==> src/rtl/tick_period_meter.sv <==
// tick_period_meter
// Measures the distance in clk cycles between consecutive rising edges of
// tick_in. Each completed period is reported with a one-cycle strobe. The
// block also flags a gap that is too long to count (overflow), and flags a
// stable stream (locked: the last two periods were equal).
module tick_period_meter #(
  parameter int WIDTH = 16,
  parameter bit SYNC  = 1'b0
) (
  input  logic             clk,
  input  logic             rst,
  input  logic             enable,
  input  logic             tick_in,
  output logic [WIDTH-1:0] period,
  output logic             period_valid,
  output logic             overflow,
  output logic             locked
);

  typedef enum logic [1:0] {
    IDLE,
    ARMED,
    MEASURE
  } state_t;

  localparam logic [WIDTH-1:0] CNT_MAX = '1;
  localparam logic [WIDTH-1:0] CNT_ONE = WIDTH'(1);

  state_t           state;
  logic [WIDTH-1:0] counter;
  logic [WIDTH-1:0] last;
  logic             last_valid;
  logic             s;
  logic             prev;
  logic             tick_edge;

  // Input sampling: either tick_in as-is, or through a two-flop synchronizer
  // when the pulse source lives in another clock domain.
  if (SYNC) begin : g_sync
    logic [1:0] sync_q;

    // Two-stage synchronizer shift register, cleared on reset.
    always_ff @(posedge clk or posedge rst) begin
      // NOTE: sequential state is always assigned with <= so every flop
      // samples the pre-edge values of the others, which is what the hardware does.
      if (rst) sync_q <= '0;
      else     sync_q <= {sync_q[0], tick_in};
    end

    assign s = sync_q[1];
  end else begin : g_direct
    assign s = tick_in;
  end

  // Previous sample of s. It keeps running in every state, so an input that is
  // already high when enable rises is not mistaken for an edge.
  always_ff @(posedge clk or posedge rst) begin
    if (rst) prev <= 1'b0;
    else     prev <= s;
  end

  // A held-high input produces exactly one edge.
  assign tick_edge = s & ~prev;

  // Measurement FSM. The counter, last-period tracking and all outputs are
  // registered here.
  always_ff @(posedge clk or posedge rst) begin
    if (rst) begin
      state        <= IDLE;
      counter      <= '0;
      last         <= '0;
      last_valid   <= 1'b0;
      period       <= '0;
      period_valid <= 1'b0;
      overflow     <= 1'b0;
      locked       <= 1'b0;
    end else begin
      period_valid <= 1'b0;
      overflow     <= 1'b0;
      if (!enable) begin
        // Disabling drops everything except the last reported period, and it
        // wins over any edge seen in the same cycle.
        state      <= IDLE;
        counter    <= '0;
        locked     <= 1'b0;
        last_valid <= 1'b0;
      end else begin
        case (state)
          IDLE: begin
            state      <= ARMED;
            counter    <= '0;
            last_valid <= 1'b0;
          end
          ARMED: begin
            last_valid <= 1'b0;
            if (tick_edge) begin
              counter <= CNT_ONE;
              state   <= MEASURE;
            end
          end
          MEASURE: begin
            if (tick_edge) begin
              // An edge beats the overflow check: a gap of exactly CNT_MAX is
              // still a valid period.
              period       <= counter;
              period_valid <= 1'b1;
              locked       <= last_valid && (counter == last);
              last         <= counter;
              last_valid   <= 1'b1;
              counter      <= CNT_ONE;
            end else if (counter == CNT_MAX) begin
              // The counter saturates here and never wraps. Re-arm and wait
              // for a fresh first edge.
              overflow   <= 1'b1;
              locked     <= 1'b0;
              last_valid <= 1'b0;
              counter    <= '0;
              state      <= ARMED;
            end else begin
              counter <= counter + CNT_ONE;
            end
          end
          default: begin
            state   <= IDLE;
            counter <= '0;
          end
        endcase
      end
    end
  end

endmodule

==> config.mk <==
export PLATFORM = sky130hd
export DESIGN_NAME = tick_period_meter
export DESIGN_NICKNAME = d
export VERILOG_FILES = /design/src/rtl/tick_period_meter.sv
export SDC_FILE = /design/constraint.sdc
export NUM_CORES = 1
export LEC_CHECK = 0
export ABC_AREA = 1
export BUFFER_PORTS_ARGS = -buffer_cell sky130_fd_sc_hd__buf_2
export CORE_UTILIZATION = 53
export CTS_CLUSTER_DIAMETER = 150
export CTS_CLUSTER_SIZE = 25
export DETAILED_ROUTE_END_ITERATION = 10
export PLACE_DENSITY = 0.76
export SLEW_MARGIN = 10
export SYNTH_ARGS = -nofsm -noshare
export SYNTH_HDL_FRONTEND = slang
export SYNTH_SLANG_ARGS = --single-unit
==> constraint.sdc <==
create_clock -name clk -period 1.5 [get_ports clk]
set_input_delay 0.3 -clock clk [delete_from_list [all_inputs] [get_ports clk]]
set_output_delay 0.3 -clock clk [all_outputs]
set_load 0.005 [all_outputs]
# After elaboration in Yosys (flattened, before gate mapping)
# Index checks and enable logic that the tools add are counted.
dict set report op_classes {
  addsub 1
  eq_ne 11
  n_mux 24
  n_bitwise 2
  n_reduce_logical 7
}
# cell n
set op_table {}
lappend op_table {{2-to-1 mux 16 bit} 4}
lappend op_table {{one-hot mux 16 bit (2 select lines)} 1}
lappend op_table {{adder 16 x 1 -> 16 bit (second input constant)} 1}
lappend op_table {{equality test 16 bit} 1}
lappend op_table {{equality test 16 bit (second input constant)} 1}
lappend op_table {{2-to-1 mux 1 bit} 13}
lappend op_table {{inequality test 3 bit (second input constant)} 3}
lappend op_table {{2-to-1 mux 2 bit} 4}
lappend op_table {{one-hot mux 2 bit (3 select lines)} 1}
lappend op_table {{AND reduction 3 bit} 2}
lappend op_table {{inequality test 4 bit (second input constant)} 1}
lappend op_table {{AND reduction 2 bit} 2}
lappend op_table {{inequality test 3 x 1 -> 1 bit (second input constant)} 1}
lappend op_table {{inequality test 3 x 2 -> 1 bit (second input constant)} 1}
lappend op_table {{equality test 2 x 1 -> 1 bit (second input constant)} 1}
lappend op_table {{equality test 2 bit (second input constant)} 1}
lappend op_table {{zero test 2 bit} 1}
lappend op_table {{inequality test 2 x 1 -> 1 bit (second input constant)} 1}
lappend op_table {{one-hot mux 1 bit (2 select lines)} 1}
lappend op_table {{OR reduction 2 bit} 1}
lappend op_table {{AND 1 bit} 1}
lappend op_table {{logical AND 1 bit} 1}
lappend op_table {{inverter 1 bit} 1}
dict set report totals {
  register_bits 39
  input_bits 4
  out_inout_bits 19
  word_cells 53
}

# Longest topological paths before layout
# Gate-level depths: netlist of the first run.
dict set report depth {
  depth_word 5
  ltp_mapped 10
  ltp_nobuf 10
}

# Worst setup path after synthesis of the first run
# OpenSTA, ideal clock, no wires.
dict set report synth_path {
  kind {flip-flop to flip-flop}
  from {register state[1]}
  to {register counter[3]}
  setup_ps 120
  arrival_ps 1265
  slack_ps 114
  path_stages_with_launch 8
  period_less_slack_ps 1386
  cell_sequence {dfrtp_1 -> inv_1 -> ha_1 -> nand3_4 -> buf_2 -> nand2_1 -> xor2_1 -> nor2_2}
}
dict set report synth_between {
  elab_chain_cells 3
  elab_cells_between_ends 5
  classes_between {eq/ne: 3; mux: 2}
}
# element line_no
set synth_rtl {}
lappend synth_rtl {{from (decl)} 29} ;# state_t state;
lappend synth_rtl {{from (signal assigned)} 69} ;# state <= IDLE;
lappend synth_rtl {{from (signal assigned)} 83} ;# state <= IDLE;
lappend synth_rtl {{from (signal assigned)} 90} ;# state <= ARMED;
lappend synth_rtl {{equality test 2 bit or equality test 2 x 1 -> 1 bit (tied branches)} 88} ;# case (state)
lappend synth_rtl {{one-hot mux 16 bit (2 select lines)} 88}
lappend synth_rtl {{2-to-1 mux 16 bit} 80} ;# if (!enable) begin
lappend synth_rtl {{to (signal assigned)} 120} ;# counter <= counter + CNT_ONE;
lappend synth_rtl {{to (decl)} 30} ;# logic [WIDTH-1:0] counter;
# Parallel ways exist; a longest one is shown, timed or not.
# A chain may end at the register's enable or synchronous reset.

# Worst setup path in the final report of the first run
dict set report layout_path {
  from {register state[1]}
  to {register counter[14]}
}
# Same word-level chain as after synthesis.

==> metrics, run 1 <==
gr usage total=between 20% and 30%; Setup CP Type=register to register; Max Used Layer=met4; part of the Yosys area used for sequential elements=42.07%; number of antenna violations at the first check in global routing=0; multiplexer fraction of the synthesized cell area=0%; switching power summed over all nets=around 0.00084 W; largest net degree at the start of global routing=40; type of element launching the critical path=register; Achievable Freq=roughly 690 MHz; compound-cell area share of the yosys netlist=~6.3%; WP data arrival=~1.7 ns; Worst Clk Skew=0.006197 ns; # clock sinks=39; max-cap viol count=0; period utilization=96.72%; met2 wire length=between 2000 and 2500 um; standard cell core area=just over 4000 sq um; total clock buffers created by CTS=5; Starting Density=~57%; Rows=23; proportion of layout cells with a drive suffix above 1=24.63%; pre-CTS setup slack=-0.01428 ns; Clock transition at path regs=around 0.080 ns; number of nets in the finished design=between 300 and 400; critical path endpoint category=register; cell area after technology mapping=2320 sq um; fin. max-slew vios=0; final worst slack=between 0.04 and 0.05 ns; wire length of the first global-routing pass=about 8100 um; die extent in x=roughly 70 um; switching part of the total power=33.21%; power share of the clock group=28.5%; Synth Area in Adders=between 2 and 3%; half-perimeter wire length of the detailed placement result=between 3000 and 4000 um; Cell Chain, Critical Path=inv_2 > ha_1 > inv_1 > nor2_2 > nand2_2 > nand2_2 > inv_6 > nor2_2; clock buffer depth=2; relative contribution of sequential cells to total power=a little under half; Post-Route M1 WL=2408 um; number of top-level pins=23; Setup violations, final=0; Gate power share=25.9%; Met3 Routed Length=about 230 um; dpl cells=approximately 380; main combinational cell family by area after synthesis=simple AND/OR/NAND/NOR gates; number of vias per cell after detailed routing=roughly 5.1; critical path startpoint=state[1]; worst-skew pair later-pin latency=0.29 ns; Peak supply drop=446.0 uV; floorplan die height=68.16 um; Mapped Cells=~300; total grt overflow=0; number of detailed-routing iterations run before antenna repair=4; highest-count cells in the layout ignoring fill and taps=nand2_1 (93), dfrtp_1 (37), inv_1 (34); via count=roughly 2000; Lkg Pwr=around 1.4 nW; slowest cell delay on critical path=~0.44 ns; WL/cell=about 13 um; net count after synthesis=around 320; final antenna diode count=0; number of buffers added on ports=22; RSZ-0062 raised after global routing=yes; path type of the worst min-delay path=input port to asynchronous set/reset pin; number of warnings printed during yosys synthesis=0; via count of the first global-routing pass=around 1800; relative area change from synthesis to final layout=14.94%; post-detailed-route DRC marker count=0; master cell of the clock root buffer=clkbuf_8; clock period minus final worst setup slack=around 1.5 ns; fin cells=approximately 390; Worst Path Required=between 1.5 and 2 ns; Post-DRT Antenna Nets=0; slew of the pin with the lowest slew margin=about 0.49 ns; DRT iter0 DRCs=approximately 130; Hold Fails Final Rpt=0; number of filler cells placed in the layout=350; clock tree from TritonCTS=built; xor-xnor portion of the synthesized cell area=roughly 4.9%; family with the most delay on the worst path=flip-flops; Synth Area per Inst=7.507 sq um; number of buffers and inverters on the critical path=3; hold buffer count at CTS=0; Total Routed Length=about 5000 um; number of storage elements in the synthesis netlist=39; leading cell type in the layout, fill and taps excluded=nand2_1; peak fanout along the critical path=10; Clock H-tree levels=2; worst slew margin relative to its limit=67.27%; final weighted congestion in routability-driven placement=roughly 0.9; status=complete, no violations; Die Footprint=4645 sq um; power per standard cell area=roughly 950 nW/um^2; reg-to-reg startpoint=state[1]; simple-gate area share of the yosys netlist=between 30% and 40%; Hold Slack=0.1135 ns; standard cell with the maximum stage delay on the critical path=dfrtp_1; internal portion of total power=~0.0017 W; Unique masters post-synth=30
## through the flow
step,area [sq um],total power (W),TNS (ns),utilization (%)
6_report,2666,0.002539,0,65.25
5_1_grt,2666,0.002697,-0.2912,65.25
2_1_floorplan,2320,0.001584,0,-
3_5_place_dp,2521,0.001728,-0.03158,61.70
4_1_cts,2616,0.002461,-0.1444,64.02
3_3_place_gp,2521,0.001720,0,61.70
## metal layers
metal | up-vias | track usage, %
met4 | 0 | 5.729
li1 | 1021 | -
met1 | 907 | 32.27
met2 | 61 | 37.75
met3 | 9 | 5.000
met5 | - | 0
## final timing paths
check | cells past startpoint | slack (ns) | end
worst max register to register | 8 | 0.05 | counter[14]
worst min-delay path | 3 | 0.11 | prev
min in group clk | 1 | 0.14 | prev
worst min register to register | 2 | 0.49 | locked
max in group asynchronous | 3 | 1.01 | counter[10]
worst max-delay path | 8 | 0.05 | counter[14]
## kinds of logic after synthesis
family,count (synthesis)
buffers and inverters,51
AO/OA/AOI/OAI,28
adder cells (fa/ha/maj),5
AND/OR/NAND/NOR,173
XOR/XNOR,13
flip-flops,39
## Yosys cell counts (all sizes together)
master	n	area, sq um
xor2	11	96.34
buf	8	47.54
ha	5	62.56
nor3	2	10.01
and3	1	6.260
or3	1	6.260
nand3	17	102.6
nor2	39	196.4
o22ai	1	6.260
xnor2	2	17.52
nand4	10	68.81
o21ai	26	133.9
nand2	103	416.6
clkinv	1	5.000
a21oi	1	5.000
clkbuf	1	3.750
dfrtp	39	975.9
inv	41	158.9
## tightest hold or removal path: cells and delay by family
family                 cells  cell delay, ns
buffers and inverters      3            0.55
## registers in the layout, indices dropped and copies added, names as in the netlist
signal,count
counter,16
last,16
last_valid,1
locked,1
overflow,1
period_valid,1
prev,1
state,2
## layout make-up
| cell class | instances | area [sq um] | area share (%) |
|---|---|---|---|
| Clock buffer | 6 | 82.58 | 3.097 |
| Clock inverter | 1 | 5.005 | 0.1877 |
| Inverter | 42 | 163.9 | 6.147 |
| Multi-Input combinational cell | 220 | 1169 | 43.83 |
| Sequential cell | 39 | 978.4 | 36.70 |
| Tap cell | 50 | 62.56 | 2.346 |
| Timing Repair Buffer | 33 | 205.2 | 7.696 |
## power groups by stage
stage / sequential, W / clock [W] / combinational, W
3_3_place_gp: 0.00115 / 0 / 0.000571
3_5_place_dp: 0.00115 / 0 / 0.000575
6_report: 0.00116 / 0.000725 / 0.000659
2_1_floorplan: 0.00115 / 0 / 0.000435
4_1_cts: 0.00113 / 0.000746 / 0.000583
5_1_grt: 0.00116 / 0.000800 / 0.000736
## what timing repair did
item                       in CTS  in global routing
gates resized for setup         0                  9
pin swaps                       1                  1
buffers inserted                1                  1
setup endpoints to repair      12                 34
gates cloned                    0                  1
No activity file was read; power rests on OpenSTA's default activity.
==> run 2: changes to the inputs <==
--- a/config.mk
+++ b/config.mk
@@ -7,11 +7,14 @@
 export LEC_CHECK = 0
 export ABC_AREA = 1
 export BUFFER_PORTS_ARGS = -buffer_cell sky130_fd_sc_hd__buf_2
-export CORE_UTILIZATION = 53
+export CELL_PAD_IN_SITES_DETAIL_PLACEMENT = 2
+export CELL_PAD_IN_SITES_GLOBAL_PLACEMENT = 2
+export CORE_UTILIZATION = 31
 export CTS_CLUSTER_DIAMETER = 150
 export CTS_CLUSTER_SIZE = 25
 export DETAILED_ROUTE_END_ITERATION = 10
-export PLACE_DENSITY = 0.76
+export PLACE_DENSITY_LB_ADDON = 0.1
+export SKIP_CTS_REPAIR_TIMING = 1
 export SLEW_MARGIN = 10
 export SYNTH_ARGS = -nofsm -noshare
 export SYNTH_HDL_FRONTEND = slang
==> run 2 against run 1 <==
Net effect:
- the run now ends with negative hold slack, negative setup slack left
- count of clock-buffer cells in the layout did not move
- core utilization fell by 23 points
- maximum frequency fell by 5.7%
- register-to-register slack got worse by 0.09 ns
- critical path type unchanged
- highest routed layer unchanged
==> metrics, run 2 (synthesized netlist as in run 1, its figures left out) <==
largest net degree at the start of global routing=26 (-35%); slew of the pin with the lowest slew margin=0.5844 ns (+0.09347 ns); number of top-level pins=23 (unchanged); fin. max-slew vios=0 (unchanged); Clock H-tree levels=2 (unchanged); worst slew margin relative to its limit=60.80% (-6.5 points); # clock sinks=39 (unchanged); Worst R2R Path Depth=9 (+1); post-detailed-route DRC marker count=0 (unchanged); floorplan die height=88.51 um (+30%); met2 wire length=4204 um (+79%); final core utilization=41.80% (-23 points); Setup violations, final=4 (+4); total clock buffers created by CTS=5 (unchanged); final weighted congestion in routability-driven placement=0.7338 (-18%); highest-count cells in the layout ignoring fill and taps=nand2_1 (91), dfrtp_1 (37), inv_1 (31); number of nets in the finished design=370 (+5.7%); clock buffer depth=2 (unchanged); die extent in x=88.51 um (+30%); Hold Slack=-0.02192 ns (-0.1354 ns); Max Used Layer=met4; Worst Clk Skew=0.01146 ns (+0.005266 ns); Worst Path Required=1.70 ns (-0.03 ns); standard cell core area=7253 sq um (+77%); Cell Chain, Critical Path=nand2_1 > nor2_2 > nand2_1 > inv_1 > nand2_2 > nand3_1 > nand2_1 > nand2_1 > nand2_1; standard cell with the maximum stage delay on the critical path=dfrtp_1; biggest registers after layout=counter (16), last (16), state (2); total grt overflow=0 (unchanged); number of detailed-routing iterations run before antenna repair=4 (unchanged); WP data arrival=1.74 ns (+0.06 ns); clock tree from TritonCTS=built; Post-Route M1 WL=3799 um (+58%); half-perimeter wire length of the detailed placement result=5647 um (+53%); RSZ-0062 raised after global routing=yes; final antenna diode count=0 (unchanged); master cell of the clock root buffer=clkbuf_8; Met3 Routed Length=156 um (-32%); number of buffers added on ports=22 (unchanged); cell repeated most along the worst path=nand2_1; number of vias per cell after detailed routing=4.846 (-5.2%); final worst slack=-0.03926 ns (-0.08840 ns); WL/cell=18.06 um (+40%); period utilization=102.6% (+5.9 points); Clock transition at path regs=0.09 ns (about the same); Hold Fails Final Rpt=11 (+11); number of antenna violations at the first check in global routing=0 (unchanged); power per standard cell area=1068 nW/um^2 (+12%); failing checks=negative hold slack, negative setup slack; Die Footprint=7833 sq um (+69%); status=finished, violations left; peak fanout along the critical path=5 (-5); via count=2234 (+12%); internal portion of total power=0.002172 W (+28%); Starting Density=31.98% (-25 points); wire length of the first global-routing pass=11560 um (+42%); switching part of the total power=32.94% (-0.27 points); clock period minus final worst setup slack=1.539 ns (+0.08840 ns); critical path endpoint category=register; Gate power share=31.2% (+5.3 points); Achievable Freq=649.7 MHz (-5.7%); Peak supply drop=392.3 uV (-12%); power share of the clock group=33.7% (+5.2 points); Rows=31 (+35%); via count of the first global-routing pass=2247 (+24%); DRT iter0 DRCs=70 (-48%); slowest cell delay on critical path=0.46 ns (+0.02 ns); Setup CP Type=register to register; leading cell type in the layout, fill and taps excluded=nand2_1; worst-skew pair later-pin latency=0.30 ns (about the same); proportion of layout cells with a drive suffix above 1=31.22% (+6.6 points); switching power summed over all nets=0.001067 W (+27%); relative contribution of sequential cells to total power=35.1% (-10 points); gr usage total=19.88% (-3.7 points); max-cap viol count=0 (unchanged); Total Routed Length=8327 um (+65%); Lkg Pwr=1.489 nW (+10%); path type of the worst min-delay path=input port to asynchronous set/reset pin; relative area change from synthesis to final layout=30.69%; type of element launching the critical path=register; Post-DRT Antenna Nets=0 (unchanged)
run 2: changes by cell type in the layout (fill, tap and decap cells not counted), sizes merged:
| cell | previous run | this run |
|---|---|---|
| buf | 33 | 52 |
| bufinv | 0 | 2 |
run 2: worst max-delay path, delay by kind of cell (launching register included):
kind / cells / cell delay [ns]
and+or+nand+nor: 8 / 0.86
DFF: 1 / 0.46
buffers and inverters: 1 / 0.11
run 2: area by class of cell:
cell class,count,area (sq um)
Sequential cell,39,978.4
Clock inverter,2,60.06
Multi-Input combinational cell,220,1232
Inverter,42,168.9
Timing Repair Buffer,52,389.1
Clock buffer,6,72.57
Tap cell,99,123.9
Fill cell,846,4222
Timing Repair inverter,1,6.256
run 2: power by group through the flow:
stage | clock, W | combinational [W] | sequential [W]
after floorplan | 0 | 0.000435 | 0.00115
after global placement | 0 | 0.000637 | 0.00115
after detailed placement | 0 | 0.000649 | 0.00115
after CTS | 0.00110 | 0.000659 | 0.00113
after global routing | 0.00117 | 0.00109 | 0.00114
final | 0.00109 | 0.00101 | 0.00114
run 2: path summary, 6_finish.rpt:
path / start / endpoint / slack (ns)
worst min register to register: last_valid / last_valid / 0.50
worst min-delay path: rst / counter[8] / -0.02
worst max register to register: counter[8] / counter[0] / -0.04
worst max-delay path: counter[8] / counter[0] / -0.04
min in group clk: tick_in / prev / 0.16
max in group asynchronous: rst / counter[5] / 0.97
run 2: through the flow:
step	area, sq um	power [W]	setup TNS, ns	worst slack [ns]	std cells
finish	3032	0.003239	-0.08699	-0.03926	461
global route	3032	0.003404	-0.9657	-0.1460	461
global placement	2685	0.001785	0	0.01975	442
floorplan	2320	0.001584	0	0.1144	309
detailed placement	2685	0.001800	-0.2057	-0.05687	442
CTS	2818	0.002885	-0.7373	-0.1073	450
run 2: layer usage:
layer / track usage (%) / vias up
met1: 27.06 / 1127
li1: - / 1060
met4: 3.959 / 0
met3: 2.799 / 17
met5: 0 / -
met2: 33.71 / 30
==> run 3: changes to the inputs <==
--- a/config.mk
+++ b/config.mk
@@ -9,7 +9,8 @@
 export BUFFER_PORTS_ARGS = -buffer_cell sky130_fd_sc_hd__buf_2
 export CELL_PAD_IN_SITES_DETAIL_PLACEMENT = 2
 export CELL_PAD_IN_SITES_GLOBAL_PLACEMENT = 2
-export CORE_UTILIZATION = 31
+export CORE_UTILIZATION = 32
+export CTS_BUF_LIST = sky130_fd_sc_hd__clkbuf_8
 export CTS_CLUSTER_DIAMETER = 150
 export CTS_CLUSTER_SIZE = 25
 export DETAILED_ROUTE_END_ITERATION = 10
==> run 3 against run 2 <==
Net effect:
- the flow now finishes without violations
- core utilization up 0.16 points
- first-iteration DRC count grew 2.9%
- final cell count decreased by 1.7%
- clock power down 15%
- sequential power barely moved
- critical endpoint is now counter[14]
- largest power group unchanged
- highest routed layer unchanged
==> metrics, run 3 (synthesized netlist as in run 1, its figures left out) <==
status=complete, no violations; RSZ-0062 raised after global routing=yes; # clock sinks=39 (unchanged); Final Cell Area=2898 sq um (-4.4%); highest-count cells in the layout ignoring fill and taps=nand2_1 (91), inv_1 (35), dfrtp_1 (35); flop-to-flop setup slack=0.07 ns (+0.11 ns); Clock transition at path regs=0.09 ns (about the same); period utilization=95.51% (-7.1 points); final weighted congestion in routability-driven placement=0.8162 (+11%); clock buffer depth=2 (unchanged); Lkg Pwr=1.439 nW (-3.3%); die extent in x=87.14 um (-1.5%); Peak supply drop=517.9 uV (+32%); WL/cell=16.04 um (-11%); Clock H-tree levels=2 (unchanged); Achievable Freq=698.0 MHz (+7.4%); Worst Clk Skew=0.008097 ns (-0.003366 ns); Post-DRT Antenna Nets=0 (unchanged); met2 wire length=3446 um (-18%); leading cell type in the layout, fill and taps excluded=nand2_1; peak fanout along the critical path=3 (-2); biggest registers after layout=counter (16), last (16), state (2); Post-Route M1 WL=3602 um (-5.2%); via count=2107 (-5.7%); post-detailed-route DRC marker count=0 (unchanged); number of vias per cell after detailed routing=4.651 (-4.0%); Setup violations, final=0 (-4); number of top-level pins=23 (unchanged); floorplan die height=87.14 um (-1.5%); Hold Slack=0.05367 ns (+0.07559 ns); clock tree from TritonCTS=built; reg-to-reg startpoint=counter[1]; standard cell core area=6907 sq um (-4.8%); relative area change from synthesis to final layout=24.92%; via count of the first global-routing pass=2321 (+3.3%); Total Routed Length=7265 um (-13%); max-cap viol count=0 (unchanged); Max Used Layer=met4; Worst R2R Path Depth=8 (-1); number of buffers added on ports=22 (unchanged); wire length of the first global-routing pass=11960 um (+3.5%); Die Footprint=7593 sq um (-3.1%); largest net degree at the start of global routing=40 (+54%); master cell of the clock root buffer=clkbuf_8; path type of the worst min-delay path=input port to asynchronous set/reset pin; worst-skew pair later-pin latency=0.30 ns (about the same); FF-to-FF End=counter[14]; Placed Instance Area=2666 sq um (-0.70%); Worst Path Required=1.75 ns (+0.05 ns); Met3 Routed Length=125 um (-20%); number of detailed-routing iterations run before antenna repair=3 (-1); DRT iter0 DRCs=72 (+2.9%); final worst slack=0.06732 ns (+0.1066 ns); gr usage total=21.24% (+1.4 points); number of nets in the finished design=365 (-1.4%); proportion of layout cells with a drive suffix above 1=28.85% (-2.4 points); total clock buffers created by CTS=5 (unchanged); WP data arrival=1.68 ns (-0.06 ns); worst slew margin relative to its limit=81.01% (+20 points); clock period minus final worst setup slack=1.433 ns (-0.1066 ns); Hold Fails Final Rpt=0 (-11); final antenna diode count=0 (unchanged); power per standard cell area=990.6 nW/um^2 (-7.3%); total grt overflow=0 (unchanged); Starting Density=33.59% (+1.6 points); critical path startpoint=counter[1]; fin. max-slew vios=0 (unchanged); pre-CTS setup slack=-0.08682 ns (-0.02995 ns); half-perimeter wire length of the detailed placement result=5449 um (-3.5%); Overall Power=0.002871 W (-11%); slew of the pin with the lowest slew margin=0.2819 ns (-0.3025 ns); critical path endpoint category=register; number of antenna violations at the first check in global routing=0 (unchanged); type of element launching the critical path=register; Setup CP Type=register to register; Rows=30 (-3.2%)
==> run 3: cell count changes in the layout (fill, tap and decap cells not counted), moves of 2 or more <==
cell,previous run,this run
buf_12,4,2
buf_4,25,23
dfrtp_1,37,35
dfrtp_2,2,4
ha_4,4,2
inv_1,31,35
inv_2,7,5
inv_4,2,0
nand2_2,8,10
nand2_4,4,2
nor2_1,21,23
nor2_2,16,14
==> run 3: area by class of cell <==
cell class	count	area, sq um
Sequential cell	39	980.9
Clock inverter	3	43.79
Clock buffer	5	68.82
Multi-Input combinational cell	220	1184
Inverter	42	166.4
Timing Repair Buffer	48	334.1
Tap cell	96	120.1
Fill cell	820	4009
==> run 3: how the worst max path moves through the flow <==
stage / endpoint / slack, ns / cells past startpoint
finish: counter[14] / 0.07 / 8
detailed placement: counter[9] / -0.09 / 8
CTS: counter[4] / -0.11 / 7
global placement: counter[8] / -0.04 / 6
floorplan: counter[3] / 0.11 / 7
global route: locked / -0.04 / 10
==> run 3: through the flow <==
step	instances	TNS, ns	utilization, %
global route	453	-0.3175	41.96
finish	453	0	41.96
global placement	437	-0.2091	38.61
detailed placement	437	-0.6213	38.61
CTS	445	-0.9406	40.24
floorplan	309	0	-
==> run 3: power breakdown <==
group | internal [W] | switching, W | total (W) | leakage, nW
logic | 0.000322 | 0.000493 | 0.000815 | 0.847
clock network | 0.000496 | 0.000432 | 0.000929 | 0.0581
registers | 0.00109 | 0.0000334 | 0.00113 | 0.534
total | 0.00191 | 0.000958 | 0.00287 | 1.44
==> run 3: routing by layer <==
layer | global-route usage, % | vias to the layer above
li1 | - | 1052
met1 | 28.72 | 1026
met2 | 35.00 | 21
met3 | 3.318 | 8
met4 | 6.259 | 0
met5 | 0 | -
==> run 3: critical path: stages (launching register included) <==
cell and delay, ns:
dfrtp_1 0.40, ha_4 0.18, nand3_4 0.10, nor2_4 0.16, buf_6 0.12, nand2_2 0.07
o21ai_0 0.18, nand2_1 0.09, nor2_2 0.07
